[src/rtl/fetch_unit_pkg.sv]
// Shared types and constants for the instruction fetch stage.
package fetch_unit_pkg;

  localparam int unsigned PC_W    = 10;
  localparam int unsigned INSTR_W = 32;

  localparam logic [PC_W-1:0] PC_INC = 10'd4;

  typedef enum logic {
    RUN  = 1'b0,
    HALT = 1'b1
  } fetch_state_e;

endpackage

[src/rtl/fetch_unit_sat_counter16.sv]
// 16-bit event counter that sticks at all-ones instead of wrapping.
module sat_counter16 (
  input  logic        clk,
  input  logic        rst,
  input  logic        inc,
  output logic [15:0] count
);

  logic [15:0] count_q;
  logic [15:0] count_d;

  always_comb begin
    count_d = count_q;
    if (inc && (count_q != '1)) begin
      count_d = count_q + 16'd1;
    end
  end

  always_ff @(posedge clk or posedge rst) begin
    if (rst) begin
      count_q <= '0;
    end else begin
      count_q <= count_d;
    end
  end

  assign count = count_q;

endmodule

[src/rtl/fetch_unit.sv]
// Instruction fetch stage: PC register, IF/ID pipeline register, RUN/HALT FSM
// and fetch/bubble statistics counters.
module fetch_unit
  import fetch_unit_pkg::*;
#(
  parameter logic [PC_W-1:0]    HALT_PC  = 10'h104,
  parameter logic [INSTR_W-1:0] NOP_WORD = 32'h0000_0000
) (
  input  logic               clk,
  input  logic               reset,
  input  logic               stall,
  input  logic               redirect_valid,
  input  logic [PC_W-1:0]    redirect_target,
  output logic [PC_W-1:0]    imem_addr,
  input  logic [INSTR_W-1:0] imem_data,
  output logic [INSTR_W-1:0] ifid_instr,
  output logic [PC_W-1:0]    ifid_pc,
  output logic [PC_W-1:0]    ifid_pc_plus4,
  output logic               ifid_valid,
  output logic               halted,
  output logic [15:0]        fetch_cnt,
  output logic [15:0]        bubble_cnt
);

  fetch_state_e       state_q, state_d;
  logic [PC_W-1:0]    pc_q, pc_d;
  logic [INSTR_W-1:0] instr_q, instr_d;
  logic [PC_W-1:0]    ifid_pc_q, ifid_pc_d;
  logic [PC_W-1:0]    ifid_pc_plus4_q, ifid_pc_plus4_d;
  logic               valid_q, valid_d;
  logic               fetch_inc;
  logic               bubble_inc;

  always_comb begin
    state_d         = state_q;
    pc_d            = pc_q;
    instr_d         = instr_q;
    ifid_pc_d       = ifid_pc_q;
    ifid_pc_plus4_d = ifid_pc_plus4_q;
    valid_d         = valid_q;
    fetch_inc       = 1'b0;
    bubble_inc      = (state_q == RUN) && (stall || redirect_valid);

    // Redirect wins over everything, including a stall and the HALT state.
    if (redirect_valid) begin
      state_d = RUN;
      pc_d    = {redirect_target[PC_W-1:2], 2'b00};
      valid_d = 1'b0;
      instr_d = NOP_WORD;
    end else if (state_q == HALT) begin
      valid_d = 1'b0;
      instr_d = NOP_WORD;
    end else if (pc_q == HALT_PC) begin
      state_d = HALT;
      valid_d = 1'b0;
      instr_d = NOP_WORD;
    end else if (!stall) begin
      pc_d            = pc_q + PC_INC;
      instr_d         = imem_data;
      ifid_pc_d       = pc_q;
      ifid_pc_plus4_d = pc_q + PC_INC;
      valid_d         = 1'b1;
      fetch_inc       = 1'b1;
    end
  end

  always_ff @(posedge clk or posedge reset) begin
    if (reset) begin
      state_q         <= RUN;
      pc_q            <= '0;
      instr_q         <= NOP_WORD;
      ifid_pc_q       <= '0;
      ifid_pc_plus4_q <= '0;
      valid_q         <= 1'b0;
    end else begin
      state_q         <= state_d;
      pc_q            <= pc_d;
      instr_q         <= instr_d;
      ifid_pc_q       <= ifid_pc_d;
      ifid_pc_plus4_q <= ifid_pc_plus4_d;
      valid_q         <= valid_d;
    end
  end

  sat_counter16 u_fetch_cnt (
    .clk   (clk),
    .rst   (reset),
    .inc   (fetch_inc),
    .count (fetch_cnt)
  );

  sat_counter16 u_bubble_cnt (
    .clk   (clk),
    .rst   (reset),
    .inc   (bubble_inc),
    .count (bubble_cnt)
  );

  assign imem_addr     = pc_q;
  assign ifid_instr    = instr_q;
  assign ifid_pc       = ifid_pc_q;
  assign ifid_pc_plus4 = ifid_pc_plus4_q;
  assign ifid_valid    = valid_q;
  assign halted        = (state_q == HALT);

endmodule

[config.mk]
export PLATFORM = sky130hd
export DESIGN_NAME = fetch_unit
export DESIGN_NICKNAME = d
export VERILOG_FILES = /design/src/rtl/fetch_unit_pkg.sv /design/src/rtl/fetch_unit_sat_counter16.sv /design/src/rtl/fetch_unit.sv
export SDC_FILE = /design/constraint.sdc
export NUM_CORES = 1
export LEC_CHECK = 0
export ABC_CLOCK_PERIOD_IN_PS = 4000
export CAP_MARGIN = 20
export CORE_MARGIN = 1
export CORE_UTILIZATION = 35
export CTS_BUF_LIST = sky130_fd_sc_hd__clkbuf_16
export CTS_CLUSTER_DIAMETER = 100
export DETAILED_ROUTE_END_ITERATION = 10
export GPL_ROUTABILITY_DRIVEN = 0
export HOLD_SLACK_MARGIN = 0.06
export PLACE_DENSITY = 0.66
export SLEW_MARGIN = 20
export SYNTH_ARGS = -nofsm -noshare
export SYNTH_HDL_FRONTEND = slang
export SYNTH_SLANG_ARGS = --single-unit
[constraint.sdc]
create_clock -name clk -period 4 [get_ports clk]
set_input_delay 0.8 -clock clk [delete_from_list [all_inputs] [get_ports clk]]
set_output_delay 0.8 -clock clk [all_outputs]
set_load 0.01 [all_outputs]
Word-level counts from Yosys, hierarchy flattened
Cells that the tools add are included.

word-level totals
  bits in registers = 96
  output and inout port bits = 96
  logic and storage cells = 47

cells by class
  $add $sub $neg = 3
  equality and inequality tests = 7
  multiplexer cells = 19
  bitwise gates (word level) = 4
  reduce and logical (&&, ||, !) cells = 6

operator list
  operator                                         count
  2-to-1 mux 32 bit                                4
  2-to-1 mux 10 bit                                4
  adder 16 x 1 -> 16 bit (second input constant)   2
  != test 16 bit (second input constant)           2
  2-to-1 mux 1 bit                                 11
  adder 10 x 3 -> 10 bit (second input constant)   1
  == test 10 x 9 -> 1 bit (second input constant)  1
  != test 2 bit (second input constant)            2
  != test 4 x 1 -> 1 bit (second input constant)   1
  inverter 1 bit                                   4
  AND reduction 4 bit                              1
  logical AND 1 bit                                3
  AND reduction 3 bit                              1
  != test 2 x 1 -> 1 bit (second input constant)   1
  logical OR 1 bit                                 1

Longest topological paths before layout
  depth after elaboration = 5
  depth in mapped cells = 9

Modules after synthesis
Synthesis repeated with hierarchy kept, for this count alone.

second synthesis, totals
  cell total of the unflattened synthesis = 335
  area total of the unflattened synthesis = 4092.7 µm²

modules (own cells, without submodules)
  module         instances  cells each  area each (µm²)  sequential area each (µm²)
  fetch_unit     1          193         2481.1           1451.4
  sat_counter16  2          71          805.8            400.4

Least setup slack after synthesis
OpenSTA, ideal clock, no wires.

  path kind = input to register
  from = input redirect_valid
  to = register u_bubble_cnt.count_q[15] (netlist: u_bubble_cnt.count[15])
  setup time = 125 ps
  arrival = 1845 ps
  required time = 3875 ps
  slack = 2031 ps
  stages on the path = 5
  buffers on the path = 1
  cell sequence = buf_2 > o21ba_2 > nand3_1 > nor4_1 > mux2_2

on the way
  word-level cells in the longest chain between the ends = 3

ends and longest elaborated chain
  element                 line                            text
  start: declaration      fetch_unit.sv:12                input logic redirect_valid,
  logical OR 1 bit        fetch_unit.sv:42                bubble_inc = (state_q == RUN) && (stall || redirect_valid);
  logical AND 1 bit       fetch_unit.sv:42
  logical AND 1 bit       fetch_unit_sat_counter16.sv:14  if (inc && (count_q != '1)) begin
  end signal: assignment  fetch_unit_sat_counter16.sv:23  count_q <= count_d;
  end: declaration        fetch_unit_sat_counter16.sv:9   logic [15:0] count_q;

No other way between the ends.
A chain may end at the register's enable or synchronous reset.

Final worst setup path
Ends and elaborated chain as after synthesis.

==> results.json <==
{
  "grt_antenna_before_repair": 0,
  "drt_pass1_iterations": 4,
  "cts.sinks": 90,
  "cts_buffers": 9,
  "p_per_area_mw_per_mm2": 474,
  "clock_path_buffers": 2,
  "regToRegEndpoint": "u_fetch_cnt.count[1]",
  "hold_buffers": 0,
  "wl_per_cell_um": 14.9,
  "ys_ff_latch": 90,
  "ff2ff_path_depth": 6,
  "cp-end-kind": "flip-flop",
  "synth_cell_types": 49,
  "track_usage_pct": 16.1,
  "status": "finished, final reports clean",
  "diodes": 0,
  "grt_max_degree": 48,
  "setup_ws_ps": 1440,
  "max_stage_delay_ps": 680,
  "max-vdd-ir-drop_v": 0.000231,
  "timing.slew.headroom_pct": 45.4,
  "viasPerCell": 4.95,
  "post_cts_buffers": 0,
  "hp-class": "reg -> reg",
  "root_buffer": "clkbuf_16",
  "dp_slack_ps": 1060,
  "synth-async-reset-ratio_pct": 100,
  "instances_no_fill": 633,
  "route.vias.total": 3133,
  "path_cells": "clkdlybuf4s50_1 > buf_4 > o21ba_2 > nand3_1 > nor4_1 > mux2_2",
  "regToRegSetupSlack_ps": 1630,
  "nets": 535,
  "drv_slew": 0,
  "dieWidth_um": 110,
  "critPathLaunch": "redirect_valid",
  "path_class": "in -> reg",
  "setup.worst_path.end": "u_bubble_cnt.count[15]",
  "design.die.area_mm2": 0.0121,
  "drc_errors": 0,
  "clk_pin_slew_worst_paths_ps": 60,
  "setup_viol_count_final": 0,
  "cts_max_level": 3,
  "post-route-util_pct": 51.7,
  "leakagePower_nw": 2.53,
  "syn2layout_area_growth_pct": 44.1,
  "whs_ps": 478,
  "first_global_vias": 2973,
  "rsz0062_at_grt": "no",
  "syn-cell-area_mm2": 0.00408,
  "grt_first_pass_wirelength_um": 14900,
  "overflow": 0,
  "fmax_mhz": 390,
  "core-area_mm2": 0.0114,
  "wirelength_um": 9450,
  "worst_slew_pin_slew_ps": 818,
  "drive_gt1_share_pct": 9.59,
  "initial_core_util_pct": 35.9,
  "ioPinCount": 142,
  "r2r_start": "u_fetch_cnt.count[0]",
  "io_buffer_count": 133,
  "synth-seq-area-share_pct": 55.2,
  "syn_area_per_cell_um2": 11.5,
  "finalCritPeriodShare_pct": 64.1,
  "drt_iter0_drc": 110,
  "ant_nets": 0,
  "period_minus_slack_ps": 2560,
  "num_rows": 39,
  "cts_resized": 0,
  "cts_tree": "yes",
  "die_h_um": 110,
  "finalSetupTns_ps": 0,
  "cp.required_ps": 4220,
  "fin_worst_skew_ps": 7.98,
  "drv_cap": 0,
  "synth_flop_cell": "dfrtp_1",
  "startpoint_type": "primary input",
  "cp_max_fo": 14,
  "crit_slowest_cell": "clkdlybuf4s50_1",
  "hold_viol": 0,
  "synth_edf_count": 0,
  "clock_latency_ps": 340,
  "dp_hpwl_um": 6620,
  "post-place-cells": 617,
  "yosys_warnings": 0,
  "synthCells": 355,
  "fill_cells": 1045,
  "arrival_ps": 2790
}
## power breakdown
part / switching [mW] / total (mW) / internal (mW)
logic: 0.276 / 0.652 / 0.376
clock network: 0.343 / 0.948 / 0.605
registers: 0.150 / 1.19 / 1.04
## layout make-up
| class | count | area (µm²) | area share, % |
|---|---|---|---|
| flip-flops and latches | 90 | 2250 | 38.3 |
| multi-input cells | 236 | 1690 | 28.7 |
| repair buffers | 140 | 1400 | 23.7 |
| clock buffers | 9 | 225 | 3.83 |
| well taps | 143 | 179 | 3.04 |
| clock inverters | 7 | 110 | 1.87 |
| inverters | 8 | 31.3 | 0.532 |
## worst min-delay path by stage
| stage | startpoint | end | slack [ps] | depth (start not counted) |
|---|---|---|---|---|
| 6_report | ifid_valid | ifid_valid | 480 | 1 |
| 5_1_grt | ifid_pc[5] | ifid_pc[5] | 500 | 2 |
| 4_1_cts | ifid_valid | ifid_valid | 490 | 1 |
| 3_5_place_dp | ifid_pc[7] | ifid_pc[7] | 460 | 2 |
| 3_3_place_gp | ifid_valid | ifid_valid | 460 | 1 |
| 2_1_floorplan | ifid_pc[2] | ifid_pc[2] | 510 | 2 |
## critical path, delay by kind of cell
kind	cells	cell delay (ps)
AOI/OAI and AO/OA	1	180
buffers and inverters	2	950
muxes	1	360
and+or+nand+nor	2	480
## placed cells by master (no fill, tap or decap), drive strengths merged, types with 3 or more instances in the layout
| master | Yosys | layout |
|---|---|---|
| and4 | 3 | 3 |
| inv | 8 | 9 |
| a22o | 32 | 32 |
| nand3 | 11 | 11 |
| nor4 | 12 | 12 |
| clkbuf | 5 | 9 |
| conb | 1 | 6 |
| mux2 | 4 | 4 |
| nor3b | 4 | 4 |
| dfrtp | 90 | 90 |
| ha | 4 | 4 |
| xnor2 | 13 | 13 |
| nor3 | 13 | 13 |
| nor2 | 11 | 11 |
| clkdlybuf4s50 | 0 | 133 |
| buf | 21 | 7 |
| nand2 | 45 | 45 |
| xor2 | 23 | 23 |
| nand4 | 10 | 10 |
| bufinv | 0 | 3 |
| o21ai | 17 | 17 |
| nor4b | 4 | 4 |
## stage by stage
stage | power (mW) | area, µm²
floorplan | 1.49 | 4100
global placement | 1.85 | 5550
detailed placement | 1.87 | 5550
CTS | 2.83 | 5880
global route | 2.93 | 5880
finish | 2.79 | 5880
## logic make-up after synthesis
family	after synthesis	share of synthesized area, %
xor gates and xnor gates	36	7.73
and+or+nand+nor	124	18.5
other	1	0.0919
buffers and inverters	34	4.57
muxes	4	1.10
adders and majority gates	4	1.23
AOI/OAI and AO/OA	62	11.6
DFF	90	55.2
## synth_stat cells, drive strengths merged (2+ instances only)
cell     n  area [µm²]
dfrtp   90        2250
buf     21         135
nand2b   2        12.5
ha       4        50.1
nand3   11        55.1
inv      8        30.0
xnor2   13         114
a21oi    2        10.0
mux2     4        45.0
a21o     2        15.0
nor4b    4        71.3
nor3    13        85.1
a22o    32         280
nor3b    4        40.0
xor2    23         201
nor2    11        41.3
nand2   45         169
o21ai   17        85.1
or2      2        12.5
nor4    12         124
nand4   10        68.8
and4     3        26.3
or3      2        12.5
clkbuf   5        21.3
## per-layer routing
layer / GRT usage, % / part of all wire [%] / vias up
li1: - / - / 1519
met1: 21.8 / 46 / 1522
met2: 24.7 / 47 / 81
met3: 3.12 / 5.5 / 11
met4: 8.00 / 1.7 / 0
met5: 0 / 0 / -
## flip-flops by register name, summed over array words and instances, names as in the netlist
| register | cells |
|---|---|
| ifid_instr | 32 |
| u_bubble_cnt.count | 16 |
| u_fetch_cnt.count | 16 |
| ifid_pc | 8 |
| ifid_pc_plus4 | 8 |
| imem_addr | 8 |
| halted | 1 |
| ifid_valid | 1 |
No activity file was read; power rests on OpenSTA's default activity.
